===== config.mk =====
export PLATFORM = sky130hd
export DESIGN_NAME = prime_filter_ctrl_flat
export DESIGN_NICKNAME = d
export VERILOG_FILES = /design/src/rtl/prime_filter_ctrl_if.sv /design/src/rtl/prime_filter_ctrl.sv /design/src/flat_wrapper.sv
export SDC_FILE = /design/constraint.sdc
export NUM_CORES = 1
export LEC_CHECK = 0
export BUFFER_PORTS_ARGS = -buffer_cell sky130_fd_sc_hd__buf_4
export CORE_ASPECT_RATIO = 1.25
export CORE_UTILIZATION = 50
export CTS_BUF_LIST = sky130_fd_sc_hd__clkbuf_2
export DETAILED_ROUTE_END_ITERATION = 8
export PLACE_DENSITY = 0.83
export SYNTH_ARGS = -nofsm -noshare
export SYNTH_HDL_FRONTEND = slang
export SYNTH_SLANG_ARGS = --single-unit

===== constraint.sdc =====
create_clock -name clk -period 2.2 [get_ports clk]
set_clock_uncertainty 0.05 [all_clocks]
set_input_delay 0.22 -clock clk [delete_from_list [all_inputs] [get_ports clk]]
set_output_delay 0.22 -clock clk [all_outputs]
set_load 0.005 [all_outputs]

===== src/rtl/prime_filter_ctrl_if.sv =====
// ROM, prime-checker and RAM buses between prime_filter_ctrl and its datapath.
// master = controller side, slave = ROM/checker/RAM side.
interface prime_filter_ctrl_if #(
    parameter int DATA_W = 8,
    parameter int ROM_AW = 4,
    parameter int RAM_AW = 4
);
    logic [ROM_AW-1:0] rom_addr;
    logic [DATA_W-1:0] rom_data;
    logic              chk_start;
    logic [DATA_W-1:0] chk_value;
    logic              chk_done;
    logic              chk_prime;
    logic              ram_we;
    logic [RAM_AW-1:0] ram_addr;
    logic [DATA_W-1:0] ram_wdata;
    logic [DATA_W-1:0] ram_rdata;

    modport master (
        output rom_addr,
        input  rom_data,
        output chk_start,
        output chk_value,
        input  chk_done,
        input  chk_prime,
        output ram_we,
        output ram_addr,
        output ram_wdata,
        input  ram_rdata
    );

    modport slave (
        input  rom_addr,
        output rom_data,
        input  chk_start,
        input  chk_value,
        output chk_done,
        output chk_prime,
        input  ram_we,
        input  ram_addr,
        input  ram_wdata,
        output ram_rdata
    );
endinterface


===== src/rtl/prime_filter_ctrl.sv =====
// Walks N_ITEMS ROM entries through an external prime checker and buffers primes in RAM.
// Define PRIME_FILTER_MAX_SCAN_EN to add the post-run SCAN pass that computes max_prime.
module prime_filter_ctrl #(
    parameter int DATA_W  = 8,
    parameter int ROM_AW  = 4,
    parameter int RAM_AW  = 4,
    parameter int N_ITEMS = 16
) (
    input  logic                clk,
    input  logic                reset,
    input  logic                start,
    prime_filter_ctrl_if.master bus,
    output logic [RAM_AW:0]     prime_count,
    output logic [DATA_W-1:0]   max_prime,
    output logic                overflow,
    output logic                busy,
    output logic                done,
    output logic                disp_sel
);
    localparam logic [RAM_AW:0]   CAPACITY  = {1'b1, {RAM_AW{1'b0}}};
    localparam logic [ROM_AW-1:0] LAST_ADDR = ROM_AW'(N_ITEMS - 1);

    typedef enum logic [2:0] {
        ST_IDLE,
        ST_READ,
        ST_START,
        ST_WAIT,
        ST_WRITE,
`ifdef PRIME_FILTER_MAX_SCAN_EN
        ST_SCAN,
`endif
        ST_FINISH
    } state_t;

    state_t            state_reg, state_next;
    logic [ROM_AW-1:0] rom_addr_reg, rom_addr_next;
    logic [DATA_W-1:0] chk_value_reg, chk_value_next;
    logic [RAM_AW-1:0] wr_ptr_reg, wr_ptr_next;
    logic [RAM_AW:0]   count_reg, count_next;
    logic              overflow_reg, overflow_next;
    logic              advance;
    logic              buf_full;
    logic              chk_start_c;
    logic              ram_we_c;
    logic              busy_c;
    logic              done_c;
    logic              disp_sel_c;
`ifdef PRIME_FILTER_MAX_SCAN_EN
    logic [RAM_AW-1:0] scan_ptr_reg, scan_ptr_next;
    logic [DATA_W-1:0] max_reg, max_next;
    logic              scan_last;
`endif

    assign buf_full = (count_reg == CAPACITY);
`ifdef PRIME_FILTER_MAX_SCAN_EN
    assign scan_last = (({1'b0, scan_ptr_reg} + 1'b1) == count_reg);
`endif

    always_ff @(posedge clk or negedge reset) begin
        if (!reset) begin
            state_reg     <= ST_IDLE;
            rom_addr_reg  <= '0;
            chk_value_reg <= '0;
            wr_ptr_reg    <= '0;
            count_reg     <= '0;
            overflow_reg  <= 1'b0;
`ifdef PRIME_FILTER_MAX_SCAN_EN
            scan_ptr_reg  <= '0;
            max_reg       <= '0;
`endif
        end else begin
            state_reg     <= state_next;
            rom_addr_reg  <= rom_addr_next;
            chk_value_reg <= chk_value_next;
            wr_ptr_reg    <= wr_ptr_next;
            count_reg     <= count_next;
            overflow_reg  <= overflow_next;
`ifdef PRIME_FILTER_MAX_SCAN_EN
            scan_ptr_reg  <= scan_ptr_next;
            max_reg       <= max_next;
`endif
        end
    end

    always_comb begin
        state_next     = state_reg;
        rom_addr_next  = rom_addr_reg;
        chk_value_next = chk_value_reg;
        wr_ptr_next    = wr_ptr_reg;
        count_next     = count_reg;
        overflow_next  = overflow_reg;
`ifdef PRIME_FILTER_MAX_SCAN_EN
        scan_ptr_next  = scan_ptr_reg;
        max_next       = max_reg;
`endif
        advance     = 1'b0;
        chk_start_c = 1'b0;
        ram_we_c    = 1'b0;
        busy_c      = 1'b1;
        done_c      = 1'b0;
        disp_sel_c  = 1'b0;

        case (state_reg)
            ST_IDLE: begin
                busy_c = 1'b0;
                // Previous results stay visible until the next run is requested.
                if (start) begin
                    rom_addr_next = '0;
                    wr_ptr_next   = '0;
                    count_next    = '0;
                    overflow_next = 1'b0;
`ifdef PRIME_FILTER_MAX_SCAN_EN
                    scan_ptr_next = '0;
                    max_next      = '0;
`endif
                    state_next    = ST_READ;
                end
            end
            ST_READ: begin
                disp_sel_c     = 1'b1;
                chk_value_next = bus.rom_data;
                state_next     = ST_START;
            end
            ST_START: begin
                disp_sel_c  = 1'b1;
                chk_start_c = 1'b1;
                state_next  = ST_WAIT;
            end
            ST_WAIT: begin
                disp_sel_c = 1'b1;
                if (bus.chk_done) begin
                    if (bus.chk_prime && !buf_full) begin
                        state_next = ST_WRITE;
                    end else begin
                        advance = 1'b1;
                        if (bus.chk_prime) begin
                            overflow_next = 1'b1;
                        end
                    end
                end
            end
            ST_WRITE: begin
                disp_sel_c  = 1'b1;
                ram_we_c    = 1'b1;
                wr_ptr_next = wr_ptr_reg + 1'b1;
                count_next  = count_reg + 1'b1;
                advance     = 1'b1;
            end
`ifdef PRIME_FILTER_MAX_SCAN_EN
            ST_SCAN: begin
                if (bus.ram_rdata > max_reg) begin
                    max_next = bus.ram_rdata;
                end
                if (scan_last) begin
                    state_next = ST_FINISH;
                end else begin
                    scan_ptr_next = scan_ptr_reg + 1'b1;
                end
            end
`endif
            ST_FINISH: begin
                done_c     = 1'b1;
                state_next = ST_IDLE;
            end
            default: begin
                state_next = ST_IDLE;
            end
        endcase

        // count_next already includes a WRITE-cycle increment, so an empty buffer skips SCAN.
        if (advance) begin
            if (rom_addr_reg == LAST_ADDR) begin
`ifdef PRIME_FILTER_MAX_SCAN_EN
                state_next = (count_next != '0) ? ST_SCAN : ST_FINISH;
`else
                state_next = ST_FINISH;
`endif
            end else begin
                rom_addr_next = rom_addr_reg + 1'b1;
                state_next    = ST_READ;
            end
        end
    end

    assign bus.rom_addr  = rom_addr_reg;
    assign bus.chk_start = chk_start_c;
    assign bus.chk_value = chk_value_reg;
    assign bus.ram_we    = ram_we_c;
    assign bus.ram_wdata = chk_value_reg;
`ifdef PRIME_FILTER_MAX_SCAN_EN
    assign bus.ram_addr  = (state_reg == ST_SCAN) ? scan_ptr_reg : wr_ptr_reg;
    assign max_prime     = max_reg;
`else
    logic unused_rdata;
    assign unused_rdata  = ^bus.ram_rdata;
    assign bus.ram_addr  = wr_ptr_reg;
    assign max_prime     = '0;
`endif

    assign prime_count = count_reg;
    assign overflow    = overflow_reg;
    assign busy        = busy_c;
    assign done        = done_c;
    assign disp_sel    = disp_sel_c;
endmodule


===== src/flat_wrapper.sv =====
// flat-port wrapper written by rule: the top's interface ports become plain ports
module prime_filter_ctrl_flat 
#(
    parameter int DATA_W  = 8,
    parameter int ROM_AW  = 4,
    parameter int RAM_AW  = 4,
    parameter int N_ITEMS = 16
)
  (clk, reset, start, prime_count, max_prime, overflow, busy, done, disp_sel, bus_rom_addr, bus_rom_data, bus_chk_start, bus_chk_value, bus_chk_done, bus_chk_prime, bus_ram_we, bus_ram_addr, bus_ram_wdata, bus_ram_rdata);
  prime_filter_ctrl_if #(.DATA_W(DATA_W), .ROM_AW(ROM_AW), .RAM_AW(RAM_AW)) bus_i ();
  input  logic clk;
  input  logic reset;
  input  logic start;
  output logic [RAM_AW:0] prime_count;
  output logic [DATA_W-1:0] max_prime;
  output logic overflow;
  output logic busy;
  output logic done;
  output logic disp_sel;
  output wire logic [$bits(bus_i.rom_addr)-1:0] bus_rom_addr;
  input wire logic [$bits(bus_i.rom_data)-1:0] bus_rom_data;
  output wire logic [$bits(bus_i.chk_start)-1:0] bus_chk_start;
  output wire logic [$bits(bus_i.chk_value)-1:0] bus_chk_value;
  input wire logic [$bits(bus_i.chk_done)-1:0] bus_chk_done;
  input wire logic [$bits(bus_i.chk_prime)-1:0] bus_chk_prime;
  output wire logic [$bits(bus_i.ram_we)-1:0] bus_ram_we;
  output wire logic [$bits(bus_i.ram_addr)-1:0] bus_ram_addr;
  output wire logic [$bits(bus_i.ram_wdata)-1:0] bus_ram_wdata;
  input wire logic [$bits(bus_i.ram_rdata)-1:0] bus_ram_rdata;
  assign bus_rom_addr = bus_i.rom_addr;
  assign bus_i.rom_data = bus_rom_data;
  assign bus_chk_start = bus_i.chk_start;
  assign bus_chk_value = bus_i.chk_value;
  assign bus_i.chk_done = bus_chk_done;
  assign bus_i.chk_prime = bus_chk_prime;
  assign bus_ram_we = bus_i.ram_we;
  assign bus_ram_addr = bus_i.ram_addr;
  assign bus_ram_wdata = bus_i.ram_wdata;
  assign bus_i.ram_rdata = bus_ram_rdata;
  prime_filter_ctrl #(.DATA_W(DATA_W), .ROM_AW(ROM_AW), .RAM_AW(RAM_AW), .N_ITEMS(N_ITEMS)) u_core (.clk(clk), .reset(reset), .start(start), .bus(bus_i), .prime_count(prime_count), .max_prime(max_prime), .overflow(overflow), .busy(busy), .done(done), .disp_sel(disp_sel));
endmodule

=== After elaboration in Yosys (flattened, before gate mapping) ===
Cells that the tools add are included.
W data, S select, Z words.

* Bits in read-only memories: 0
* Memory bits (writable): 0
* Input port bits: 21
* Output and inout port bits: 43
* Register bits after elaboration: 25
* Bits in latches: 0
* Memories kept: 0
* Logic and storage cells: 60

* Equality and inequality tests: 15
* Muxes and demuxes: 27
* $add $sub $neg: 3
* Bitwise logic cells: 0
* Divide/modulo/power cells: 0
* Reductions and logical operators: 9
* Order comparisons: 0
* Shift operators: 0
* $mul: 0

{| class="wikitable"
|+ Operators with widths
! operator !! count
|-
| $mux W4 || 5
|-
| $mux W3 || 5
|-
| $pmux W3 S5 || 1
|-
| $mux W1 || 11
|-
| $pmux W5 S2 || 1
|-
| $add A4 B1 Y4 const B || 2
|-
| $ne A2 B2 Y1 const B || 4
|-
| $pmux W4 S2 || 1
|-
| $eq A3 B2 Y1 const B || 2
|-
| $eq A3 B3 Y1 const B || 2
|-
| $ne A3 B2 Y1 const B || 2
|-
| $add A5 B1 Y5 const B || 1
|-
| $eq A5 B5 Y1 const B || 1
|-
| $mux W5 || 1
|-
| $reduce_and A5 Y1 || 1
|-
| $eq A4 B4 Y1 const B || 1
|-
| $pmux W1 S2 || 2
|-
| $reduce_and A4 Y1 || 1
|-
| $reduce_bool A2 Y1 || 2
|-
| $reduce_or A4 Y1 || 1
|-
| $eq A3 B1 Y1 const B || 1
|-
| $logic_not A3 Y1 || 1
|-
| $ne A3 B1 Y1 const B || 1
|-
| $ne A2 B1 Y1 const B || 1
|-
| 3 further kinds || 3
|}

=== Depth between registers and ports, before layout ===
* Word-level depth: 8
* Depth in mapped cells: 7
* Depth with buffers taken out: 6

=== Worst setup path before layout ===
Ideal clock, no wire load.

* Path kind: register -> register
* Start point: reg u_core.count_reg[0], in the netlist u_core.prime_count[0]
* End point: reg u_core.rom_addr_reg[2], in the netlist u_core.bus.rom_addr[2]
* Buffers on the path: 0
* Cell stages (with the launch flop): 7
* Data required time: 2.025 ns
* Arrival: 1.258 ns
* Clock period less this slack: 1.433 ns
* Setup slack: 0.767 ns
* Library setup time: 0.125 ns
* Path through: dfrtp_1 > inv_1 > ha_1 > nand4bb_4 > a21oi_4 > a2bb2oi_1 > o21ai_1

* Longest elaborated chain between the ends: 7

{| class="wikitable"
|+ RTL lines
! what !! RTL line !! text
|-
| from (decl) || prime_filter_ctrl.sv:39 || <nowiki>logic [RAM_AW:0] count_reg, count_next;</nowiki>
|-
| from (signal assigned) || prime_filter_ctrl.sv:76 || <nowiki>count_reg <= count_next;</nowiki>
|-
| $eq A5 B5 Y1 || prime_filter_ctrl.sv:54 || <nowiki>assign buf_full = (count_reg == CAPACITY);</nowiki>
|-
| $logic_not A1 Y1 || prime_filter_ctrl.sv:132 || <nowiki>if (bus.chk_prime && !buf_full) begin</nowiki>
|-
| $logic_and A1 B1 Y1 || prime_filter_ctrl.sv:132 ||
|-
| $mux W1 || prime_filter_ctrl.sv:132 ||
|-
| $mux W1 || prime_filter_ctrl.sv:131 || <nowiki>if (bus.chk_done) begin</nowiki>
|-
| $pmux W1 S2 || prime_filter_ctrl.sv:103 || <nowiki>case (state_reg)</nowiki>
|-
| $mux W4 || prime_filter_ctrl.sv:171 || <nowiki>if (advance) begin</nowiki>
|-
| net u_core.rom_addr_next[2] || prime_filter_ctrl.sv:36 || <nowiki>logic [ROM_AW-1:0] rom_addr_reg, rom_addr_next;</nowiki>
|-
| to (signal assigned) || prime_filter_ctrl.sv:73 || <nowiki>rom_addr_reg <= rom_addr_next;</nowiki>
|-
| to (decl) || prime_filter_ctrl.sv:36 ||
|}

The timed path passes the listed nets, and every way through them passes these cells.
A chain may end at the register's enable or synchronous reset.

=== Worst setup path in the final report ===
* Start point: reg u_core.state_reg[2]
* End point: out busy

* Longest elaborated chain between the ends: 2

{| class="wikitable"
|+ RTL lines
! what !! RTL line !! text
|-
| from (decl) || prime_filter_ctrl.sv:35 || <nowiki>state_t state_reg, state_next;</nowiki>
|-
| from (signal assigned) || prime_filter_ctrl.sv:72 || <nowiki>state_reg <= state_next;</nowiki>
|-
| $logic_not A3 Y1 || prime_filter_ctrl.sv:103 ||
|-
| $mux W1 || prime_filter_ctrl.sv:103 ||
|-
| to (decl) || flat_wrapper.sv:17 || <nowiki>output logic busy;</nowiki>
|}

Every way passes these cells.

==> flow_metrics.py <==
metrics = {
    "synthesis": {
        "ys.flop_type": "dfrtp_1",
        "yosys_warnings": 0,
        "syn-cell-area_um2": 1473,
        "synth_cells": 132,
        "synth-edff-count": 0,
        "postSynthAreaPerCell_um2": 11.16,
        "synthArstFlopShare_pct": 100.0,
        "ys_types": 44,
        "ys_seq_area_share_pct": 42.48,
        "ys_ff_latch": 25,
    },
    "worst_setup_path": {
        "worstSetupPathDepth": 2,
        "critPathRequiredTime_ns": 1.93,
        "r2r_cells": 2,
        "cp.arrival_ns": 1.65,
        "crit_path_end_kind": "output pin",
        "path_delay_family": "flip-flops",
        "crit_type": "reg2out",
        "start_kind": "flip-flop",
        "critPathBufInv": 1,
        "crit_chain": "or3_2 > buf_4",
        "crit_slowest_cell": "dfrtp_1",
        "cp_max_fo": 14,
        "max_stage_delay_ns": 0.63,
    },
    "die": {
        "core_um2": 2733,
        "dieHeight_um": 62.68,
        "die_w_um": 50.54,
        "start_util_pct": 53.89,
        "rows": 21,
        "ioPinCount": 64,
        "dieArea_um2": 3168,
    },
    "sta": {
        "fmax_mhz": 520.9,
        "setup_viol": 0,
        "setup_slack_ns": 0.2802,
        "min_period_ns": 1.920,
        "maxSlewViolCount": 0,
        "slew_headroom_pct": 63.53,
        "hold_viol": 0,
        "fin_setup_tns_ns": 0,
        "tightest_slew_ns": 0.5471,
        "rsz0062_at_grt": "no",
        "post-route-period-util_pct": 87.26,
    },
    "job": {
        "cap_viol_max_count": 0,
    },
    "detailed_routing": {
        "dr.pass1.iters": 4,
        "final_antenna_net_count": 0,
        "drtIter0Drc": 20,
        "routed_wl_mm": 2.696,
        "routed_via_density": 5.145,
        "drc_errors": 0,
        "wl_per_cell_um": 13.02,
        "vias": 1065,
    },
    "layout": {
        "drive_gt1_share_pct": 41.62,
        "utilization_pct": 65.29,
        "stdcell_count": 207,
        "num_antenna_cells": 0,
        "syn2layout_area_growth_pct": 21.16,
        "final_nets": 199,
        "fill_cells": 206,
        "final_area_um2": 1784,
        "largest_register_ffs": 8,
    },
    "pwr": {
        "clock_power_share_pct": 8.3,
        "power_switching_w": 0.0007735,
        "p_int_w": 0.001294,
        "p_seq_share_pct": 43.5,
        "leakage_nw": 0.8922,
        "swShare_pct": 37.42,
        "combPwrFrac_pct": 48.2,
        "vdd_drop_max_v": 0.0006802,
        "power_density_nw_per_um2": 1159,
    },
    "clock_tree": {
        "cts_buffers": 3,
        "htree_levels": 1,
        "clockRootBuffer": "clkbuf_2",
        "path_clk_slew_ns": 0.22,
        "clk_latency_ns": 0.33,
        "clkSinkCount": 25,
        "cts_tree": "done",
        "cts_setup_buffers": 0,
        "cts_max_path_buffers": 2,
    },
    "place": {
        "pre_cts_ws_ns": 0.5593,
        "hpwl_mm": 2.096,
        "routabilityCongestion": 0.7975,
        "port_buffers": 47,
        "place_area_um2": 1744,
        "dpl.cell_count": 201,
    },
    "global_route": {
        "track_usage_pct": 17.79,
        "antenna_found_initial": 0,
        "grt_overflow": 0,
        "grt_pass1_wl_mm": 4.319,
        "grt_pass1_vias": 963,
        "grt_max_degree": 26,
    },
    "run_status": {
        "status": "completed",
    },
    "worst_hold_path": {
        "hold_depth": 2,
        "hold_class": "in2reg",
    },
}
final timing paths:
kind | to | startpoint | slack [ns]
max | busy | u_core.state_reg[2] | 0.28
min | u_core.bus.chk_value[4] | bus_rom_data[4] | 0.05
max reg2reg | u_core.bus.chk_value[1] | u_core.state_reg[0] | 0.54
min reg2reg | u_core.overflow | u_core.overflow | 0.49
max in group asynchronous | u_core.bus.ram_addr[1] | reset | 1.63
min in group asynchronous | u_core.bus.chk_value[5] | reset | 0.23
final cells by class:
cell class / count / area, µm² / share of cell area, %
clock inverters: 1 / 5.005 / 0.2805
repair buffers: 49 / 372.9 / 20.90
multi-input cells: 88 / 694.4 / 38.92
clock buffers: 3 / 15.01 / 0.8415
well taps: 34 / 42.54 / 2.384
inverters: 7 / 28.78 / 1.613
flip-flops and latches: 25 / 625.6 / 35.06
logic make-up (layout without fill, tap and decap cells):
kind of cell / count (synthesis) / count (layout) / synth area share [%]
simple gates: 39 / 39 / 19.37
flops: 25 / 25 / 42.48
compound gates: 23 / 23 / 12.49
xor+xnor: 4 / 4 / 2.379
buf+inv: 26 / 60 / 12.15
mux: 10 / 10 / 7.477
fa+ha+maj: 4 / 4 / 3.399
other cells: 1 / 8 / 0.2546
power by group through the flow:
stage | Sequential (W) | Combinational [W] | Clock, W
2_1_floorplan | 0.000820 | 0.000716 | 0
3_3_place_gp | 0.000886 | 0.000986 | 0
3_5_place_dp | 0.000912 | 0.00101 | 0
4_1_cts | 0.000900 | 0.00101 | 0.000184
5_1_grt | 0.000931 | 0.00109 | 0.000203
6_report | 0.000899 | 0.000997 | 0.000171
routing by layer:
layer	up-vias	global-route usage [%]	share of wire, %
li1	522	-	-
met2	37	31.83	51
met3	2	2.676	6.0
met4	0	5.208	0.56
met5	-	0	0
met1	504	21.51	43
cell usage after synthesis, types with 4 or more instances:
| cell type | number | share of area, % |
|---|---|---|
| o21ai_0 | 6 | 2.0 |
| inv_1 | 6 | 1.5 |
| dfrtp_1 | 25 | 42 |
| mux2_2 | 8 | 6.1 |
| ha_1 | 4 | 3.4 |
| buf_4 | 17 | 8.7 |
| nand3_1 | 11 | 3.7 |
| nand2_1 | 10 | 2.5 |
timing repair:
action,in CTS,in global routing
hold buffers,1,1
resized for setup,0,0
hold endpoints to repair,25,1
placed cells by master, fill, tap and decap left out, types with 3 or more instances in the layout:
cell       n
buf_4     47
dfrtp_1   25
nand3_1   11
nand2_1   10
mux2_2     8
conb_1     8
inv_1      6
o21ai_0    6
ha_1       4
clkbuf_2   3
metrics by stage:
stage                     hold WS [ns]  power [W]
after floorplan                -0.1256   0.001536
after global placement         0.08818   0.001871
after detailed placement       0.08678   0.001919
after CTS                      0.02842   0.002094
after global routing          0.006378   0.002229
final                          0.05164   0.002067
Power figures use the tool's default switching activity.
